==> src/rtl/inst_fetch.sv <==
// inst_fetch: owns the PC, fetches from the combinational instruction ROM and
// buffers {pc, inst} pairs in a 2-entry prefetch FIFO toward decode.
module inst_fetch #(
  parameter logic [31:0] RESET_PC = 32'h0000_0000
) (
  input  logic        clk,
  input  logic        rst,
  output logic        rom_en_out,
  output logic [31:0] rom_addr_out,
  input  logic [31:0] rom_inst_in,
  input  logic        branch_flag_in,
  input  logic [31:0] branch_target_in,
  input  logic        id_ready_in,
  output logic        if_valid_out,
  output logic [31:0] if_pc_out,
  output logic [31:0] if_inst_out
);
  logic [31:0] pc;
  logic [31:0] fifo_pc [2];
  logic [31:0] fifo_inst [2];
  logic [1:0]  count;
  logic        wptr, rptr, pop, fetch;
  // a redirect hides the head so a stale entry can never be consumed
  always_comb begin
    if_valid_out = !rst && !branch_flag_in && count != 2'd0;
    pop          = if_valid_out && id_ready_in;
    fetch        = !rst && !branch_flag_in && (count != 2'd2 || pop);
    rom_en_out   = fetch;
    rom_addr_out = fetch ? pc : '0;
    if_pc_out    = if_valid_out ? fifo_pc[rptr] : '0;
    if_inst_out  = if_valid_out ? fifo_inst[rptr] : '0;
  end
  always_ff @(posedge clk) begin
    if (rst) begin
      pc    <= RESET_PC;
      count <= '0;
      wptr  <= 1'b0;
      rptr  <= 1'b0;
    end else if (branch_flag_in) begin
      pc    <= {branch_target_in[31:2], 2'b00};
      count <= '0;
      wptr  <= 1'b0;
      rptr  <= 1'b0;
    end else begin
      if (fetch) begin
        wptr <= !wptr;
        pc   <= pc + 32'd4;
      end
      if (pop) rptr <= !rptr;
      count <= count + {1'b0, fetch && !pop} - {1'b0, pop && !fetch};
    end
  end
  always_ff @(posedge clk) begin
    if (fetch) begin
      fifo_pc[wptr]   <= pc;
      fifo_inst[wptr] <= rom_inst_in;
    end
  end
endmodule

==> config.mk <==
export PLATFORM = sky130hd
export DESIGN_NAME = inst_fetch
export DESIGN_NICKNAME = d
export VERILOG_FILES = /design/src/rtl/inst_fetch.sv
export SDC_FILE = /design/constraint.sdc
export NUM_CORES = 1
export LEC_CHECK = 0
export ABC_AREA = 1
export BUFFER_PORTS_ARGS = -buffer_cell sky130_fd_sc_hd__buf_2
export CORE_AREA = 2 2 160 162
export CTS_BUF_LIST = sky130_fd_sc_hd__clkbuf_4 sky130_fd_sc_hd__clkbuf_8
export DETAILED_ROUTE_END_ITERATION = 10
export DIE_AREA = 0 0 162 164
export GPL_ROUTABILITY_DRIVEN = 0
export HOLD_SLACK_MARGIN = 0.06
export PLACE_DENSITY = 0.49
export SLEW_MARGIN = 20
export SYNTH_ARGS = -nofsm -noshare
export SYNTH_HDL_FRONTEND = slang
export SYNTH_SLANG_ARGS = --single-unit
==> constraint.sdc <==
create_clock -name clk -period 5.9 [get_ports clk]
set_input_delay 0.59 -clock clk [delete_from_list [all_inputs] [get_ports clk]]
set_output_delay 0.59 -clock clk [all_outputs]
set_load 0.05 [all_outputs]
; ---- After elaboration in Yosys (flattened, before gate mapping)
; Memories as Yosys holds them, arrays and structs flattened. A register that Yosys moved wholly into a read port is not among the register bits.
; Cells that the tools add are included.
; W data, S select, Z words.
[word_totals]
output_inout_bits = 98
inputBits = 68
mem_bits_rw = 128
wordCells = 38
n_memories = 2
ff_bits = 36
[op_classes]
reduce_logical = 16
eq_ne = 1
n_addsub = 3
muxes = 11
[memory_table]
columns = memory, words, width, rd, rd_ports_with_merged_regs, wr, line_no
row1 = fifo_inst, 2, 32, 1, 1, 1, 20  ; logic [31:0] fifo_inst [2];
row2 = fifo_pc, 2, 32, 1, 1, 1, 19  ; logic [31:0] fifo_pc [2];
[ops]
columns = op, count
row1 = $mux W32, 5
row2 = $add A32 B3 Y32 const B, 1
row3 = $logic_and A1 B1 Y1, 6
row4 = $logic_not A1 Y1, 6
row5 = $mux W1, 6
row6 = $reduce_bool A2 Y1, 2
row7 = $add A2 B1 Y2, 1
row8 = $ne A2 B2 Y1 const B, 1
row9 = $reduce_or A2 Y1, 1
row10 = $sub A2 B1 Y2, 1
row11 = $logic_or A1 B1 Y1, 1

; ---- Depth between registers and ports, before layout
[depth]
word_depth = 9
ltp_mapped = 11
ltp_nobuf = 10

; ---- Least setup slack after synthesis
; OpenSTA, ideal clock, no wires.
[synth_timing]
path_kind = input -> register
start = input port rst
end = memory fifo_inst[0][0] (enable)
stages = 5
path_slack_ns = 1.649
t_arrival_ns = 3.767
setup_time_ns = 0.483
required_time_ns = 5.417
n_path_buf = 2
cell_sequence = buf_4 > nor2_4 > nand2_4 > buf_2 > nor2_1
[synth_via]
elab_chain_len = 8
[synth_rtl]
columns = item, line_no
row1 = "start, declared", 7  ; input logic rst,
row2 = $logic_not A1 Y1 (*), "25, 27"
row3 = $logic_and A1 B1 Y1 (*), "25, 27"
row4 = $logic_and A1 B1 Y1, 25  ; if_valid_out = !rst && !branch_flag_in && count != 2'd0;
row5 = $logic_and A1 B1 Y1, 26  ; pop = if_valid_out && id_ready_in;
row6 = $logic_or A1 B1 Y1, 27  ; fetch = !rst && !branch_flag_in && (count != 2'd2 || pop);
row7 = $logic_and A1 B1 Y1 (*), 27
row8 = $mux W1 (*), 54  ; if (fetch) begin
row9 = $mux W1 (not written as such) (*), 56  ; fifo_inst[wptr] <= rom_inst_in;
row10 = "end, declared", 20
; Every way passes the cells marked *; elsewhere a longest branch is shown, timed or not.

; ---- Worst setup path after layout
[layout_timing]
start = input port branch_flag_in
end = output port if_inst_out[3]
[layout_via]
elab_chain_len = 4
[layout_rtl]
columns = item, line_no
row1 = "start, declared", 11  ; input logic branch_flag_in,
row2 = $logic_not A1 Y1, 25
row3 = $logic_and A1 B1 Y1 (2 in a row), 25
row4 = $mux W32, 31  ; if_inst_out = if_valid_out ? fifo_inst[rptr] : '0;
row5 = "end, declared", 16  ; output logic [31:0] if_inst_out
; No other way between the ends.

==> results.md <==
- Max_slew headroom: 46.83%
- Post CTS Setup Buffer Count: 0
- CTS Root Cell: clkbuf_8
- CTS Hold Bufs: 0
- CTS tree: yes
- Cell Rows: 58
- Final WS setup: between 2 and 3 ns
- Startpoint Class: input pin
- Final Critical Period: between 3 and 4 ns
- DPL Wire Length: around 13000 µm
- Final Max Tran Viols: 0
- Max Cap Viol: 0
- RSZ-0062 raised after global routing: false
- Initial antenna violation count: 0
- # DRC: 0
- Pwr dens: around 250 mW/mm²
- Leakage power total: 3.797 nW
- Hold Path Class: input pin to flop
- Chip Height: between 150 and 200 µm
- Vias in the first global route: roughly 5600
- Post-cts gate resize count: 0
- Core box area: 0.02482 mm²
- H-tree levels: 4
- Critical Path AT: approximately 2.7 ns
- # fillers: between 2000 and 3000
- Synth-to-layout area growth: 19.61%
- Number of buffers on the longest clock path: 2
- Vias: ~5800
- Crit Path Max Fanout: 32
- Port buffer count: roughly 160
- DRT antenna net count: 0
- Setup Skew: approximately 0.016 ns
- Ys Warns: 0
- Initial DRC count: roughly 240
- First-pass DRT Iterations: 7
- Clock slew seen by the registers of the worst setup and hold paths: about 0.080 ns
- Chip Width: 162 µm
- Share of cells above drive strength 1: a little under a quarter
- Net count, final: 1041
- CTS sink count: roughly 160
- Final period util: 56.22%
- Fin. Hold Viols: 0
- Die area: 0.02657 mm²
- Final setup violation count: 0
- Number of flops mapped to enable cells by yosys: approximately 120
- Syn Area/Cell: between 8 and 9 µm²
- Post-Synthesis Cell Area: about 0.0074 mm²
- Antenna cells: 0
- Synth Instances: slightly above 800
- Overall routing resource usage: 15.22%
- Place WS: roughly 2.5 ns
- Worst-margin pin slew: ~0.80 ns
- Max VDD drop: ~0.090 mV
- Yosys reg bits: roughly 160
- Boundary Pins: between 150 and 200
- Power after layout: about 2.2 mW
- Starting density of the core: 29.69%
- Final WL: around 20000 µm
- Post-synthesis sequential area ratio: 60.04%
- Wire per inst: ~15 µm
- Fin Setup TNS: 0 ns
- Largest net degree at the start of global routing: between 60 and 70
- Worst-Skew Late Latency: roughly 0.45 ns
- Vias/cell: approximately 4.4
- Critical Path End Type: output pin
- Fmax: around 300 MHz
- First-pass GRT wire length: approximately 30000 µm
- Status: finished, final reports clean
- Grt total ovfl: 0
- Yosys cell types: 38
- Total CTS buffers: 17
- Post-synth ARST share: 0%
- Crit Path Category: input pin to output pin
- WP data required: 5.31 ns
- Top FF cell, synth: edfxtp_1
[logic make-up after synthesis]
| family | after synthesis | synth area share [%] |
|---|---|---|
| and+or+nand+nor | 426 | 24.49 |
| DFF | 159 | 60.04 |
| buffers and inverters | 124 | 7.132 |
| AOI/OAI and AO/OA | 100 | 7.064 |
| xor gates and xnor gates | 6 | 0.7132 |
| adders and majority gates | 3 | 0.5095 |
| other | 1 | 0.05089 |
[worst paths after layout]
path,from,to,slack (ns),depth (start not counted)
worst max-delay path,branch_flag_in,if_inst_out[3],2.58,8
worst min-delay path,rom_inst_in[30],fifo_inst[0][30]$_DFFE_PP_,0.33,1
worst max register to register,count[0]$_SDFF_PP0_,fifo_pc[1][19]$_DFFE_PP_,3.42,5
worst min register to register,rptr$_SDFFE_PP0N_,rptr$_SDFFE_PP0N_,0.52,2
[cell usage after synthesis (3+ instances only)]
master    count  area [µm²]
nor2_4        6       67.56
nand2_2       4       25.02
ha_1          3       37.54
a21oi_1      76       380.4
nor2_1       89       334.1
buf_2        15       75.07
nand3_1      47       235.2
xor2_1        5       43.79
o21ai_1       3       15.01
nand2_1     262       983.4
nor2_2        3       18.77
clkbuf_1     14       52.55
dfxtp_1      35       700.7
inv_2         5       18.77
inv_1        79       296.5
o21ai_0      13       65.06
buf_4         7       52.55
nand3b_1      4       30.03
edfxtp_1    124        3724
[routing by layer]
metal | vias to the layer above | routed length (µm) | track usage, %
met2 | 153 | 9642 | 25.96
met3 | 17 | 791 | 2.904
li1 | 2952 | - | -
met1 | 2652 | 9335 | 19.75
met4 | 0 | 256 | 4.385
met5 | - | 0 | 0
[report_power, final]
group | internal, mW | total, mW | switching, mW | leakage [nW]
Combinational | 0.0549 | 0.189 | 0.134 | 2.19
Clock | 0.312 | 0.715 | 0.403 | 0.173
Sequential | 1.25 | 1.28 | 0.0316 | 1.43
[critical path, cell delays in order]
cell	delay (ns)
buf_2	0.51
nor2_4	0.11
inv_2	0.13
a21oi_2	0.06
inv_2	0.49
buf_4	0.46
a21oi_1	0.09
buf_2	0.23
[final cells by class]
class                   count  area [µm²]  share of cell area, %
clock buffers              21       270.3                  3.066
clock inverters            11       68.82                 0.7808
multi-input cells         539        2445                  27.74
flip-flops and latches    159        4425                  50.21
well taps                 330       412.9                  4.685
repair buffers            167       868.3                  9.852
inverters                  86       322.8                  3.663
[sequential cells by signal (all words and copies together) (netlist names), named ones only]
signal / count
pc: 30
fifo_inst: 64
wptr: 1
fifo_pc: 60
count: 2
rptr: 1
[through the flow]
step	hold slack, ns	util, %	instances	area, µm²
floorplan	0.4483	-	822	7380
global placement	0.4863	34.06	1280	8454
detailed placement	0.4949	34.14	1281	8474
CTS	0.2893	35.51	1313	8813
global route	0.2908	35.51	1313	8813
finish	0.3295	35.51	1313	8813
[cell usage in the layout (no fill, tap or decap), types with 5 or more instances in the layout]
cell and count:
nand2_1 262, buf_2 159, edfxtp_1 124, nor2_1 87, inv_1 79, a21oi_1 76, nand3_1 47, dfxtp_1 34
clkbuf_8 18, o21ai_0 13, nor2_4 8, buf_4 7, inv_2 5, xor2_1 5, clkinv_2 5
(Power assumes the default switching activity.)
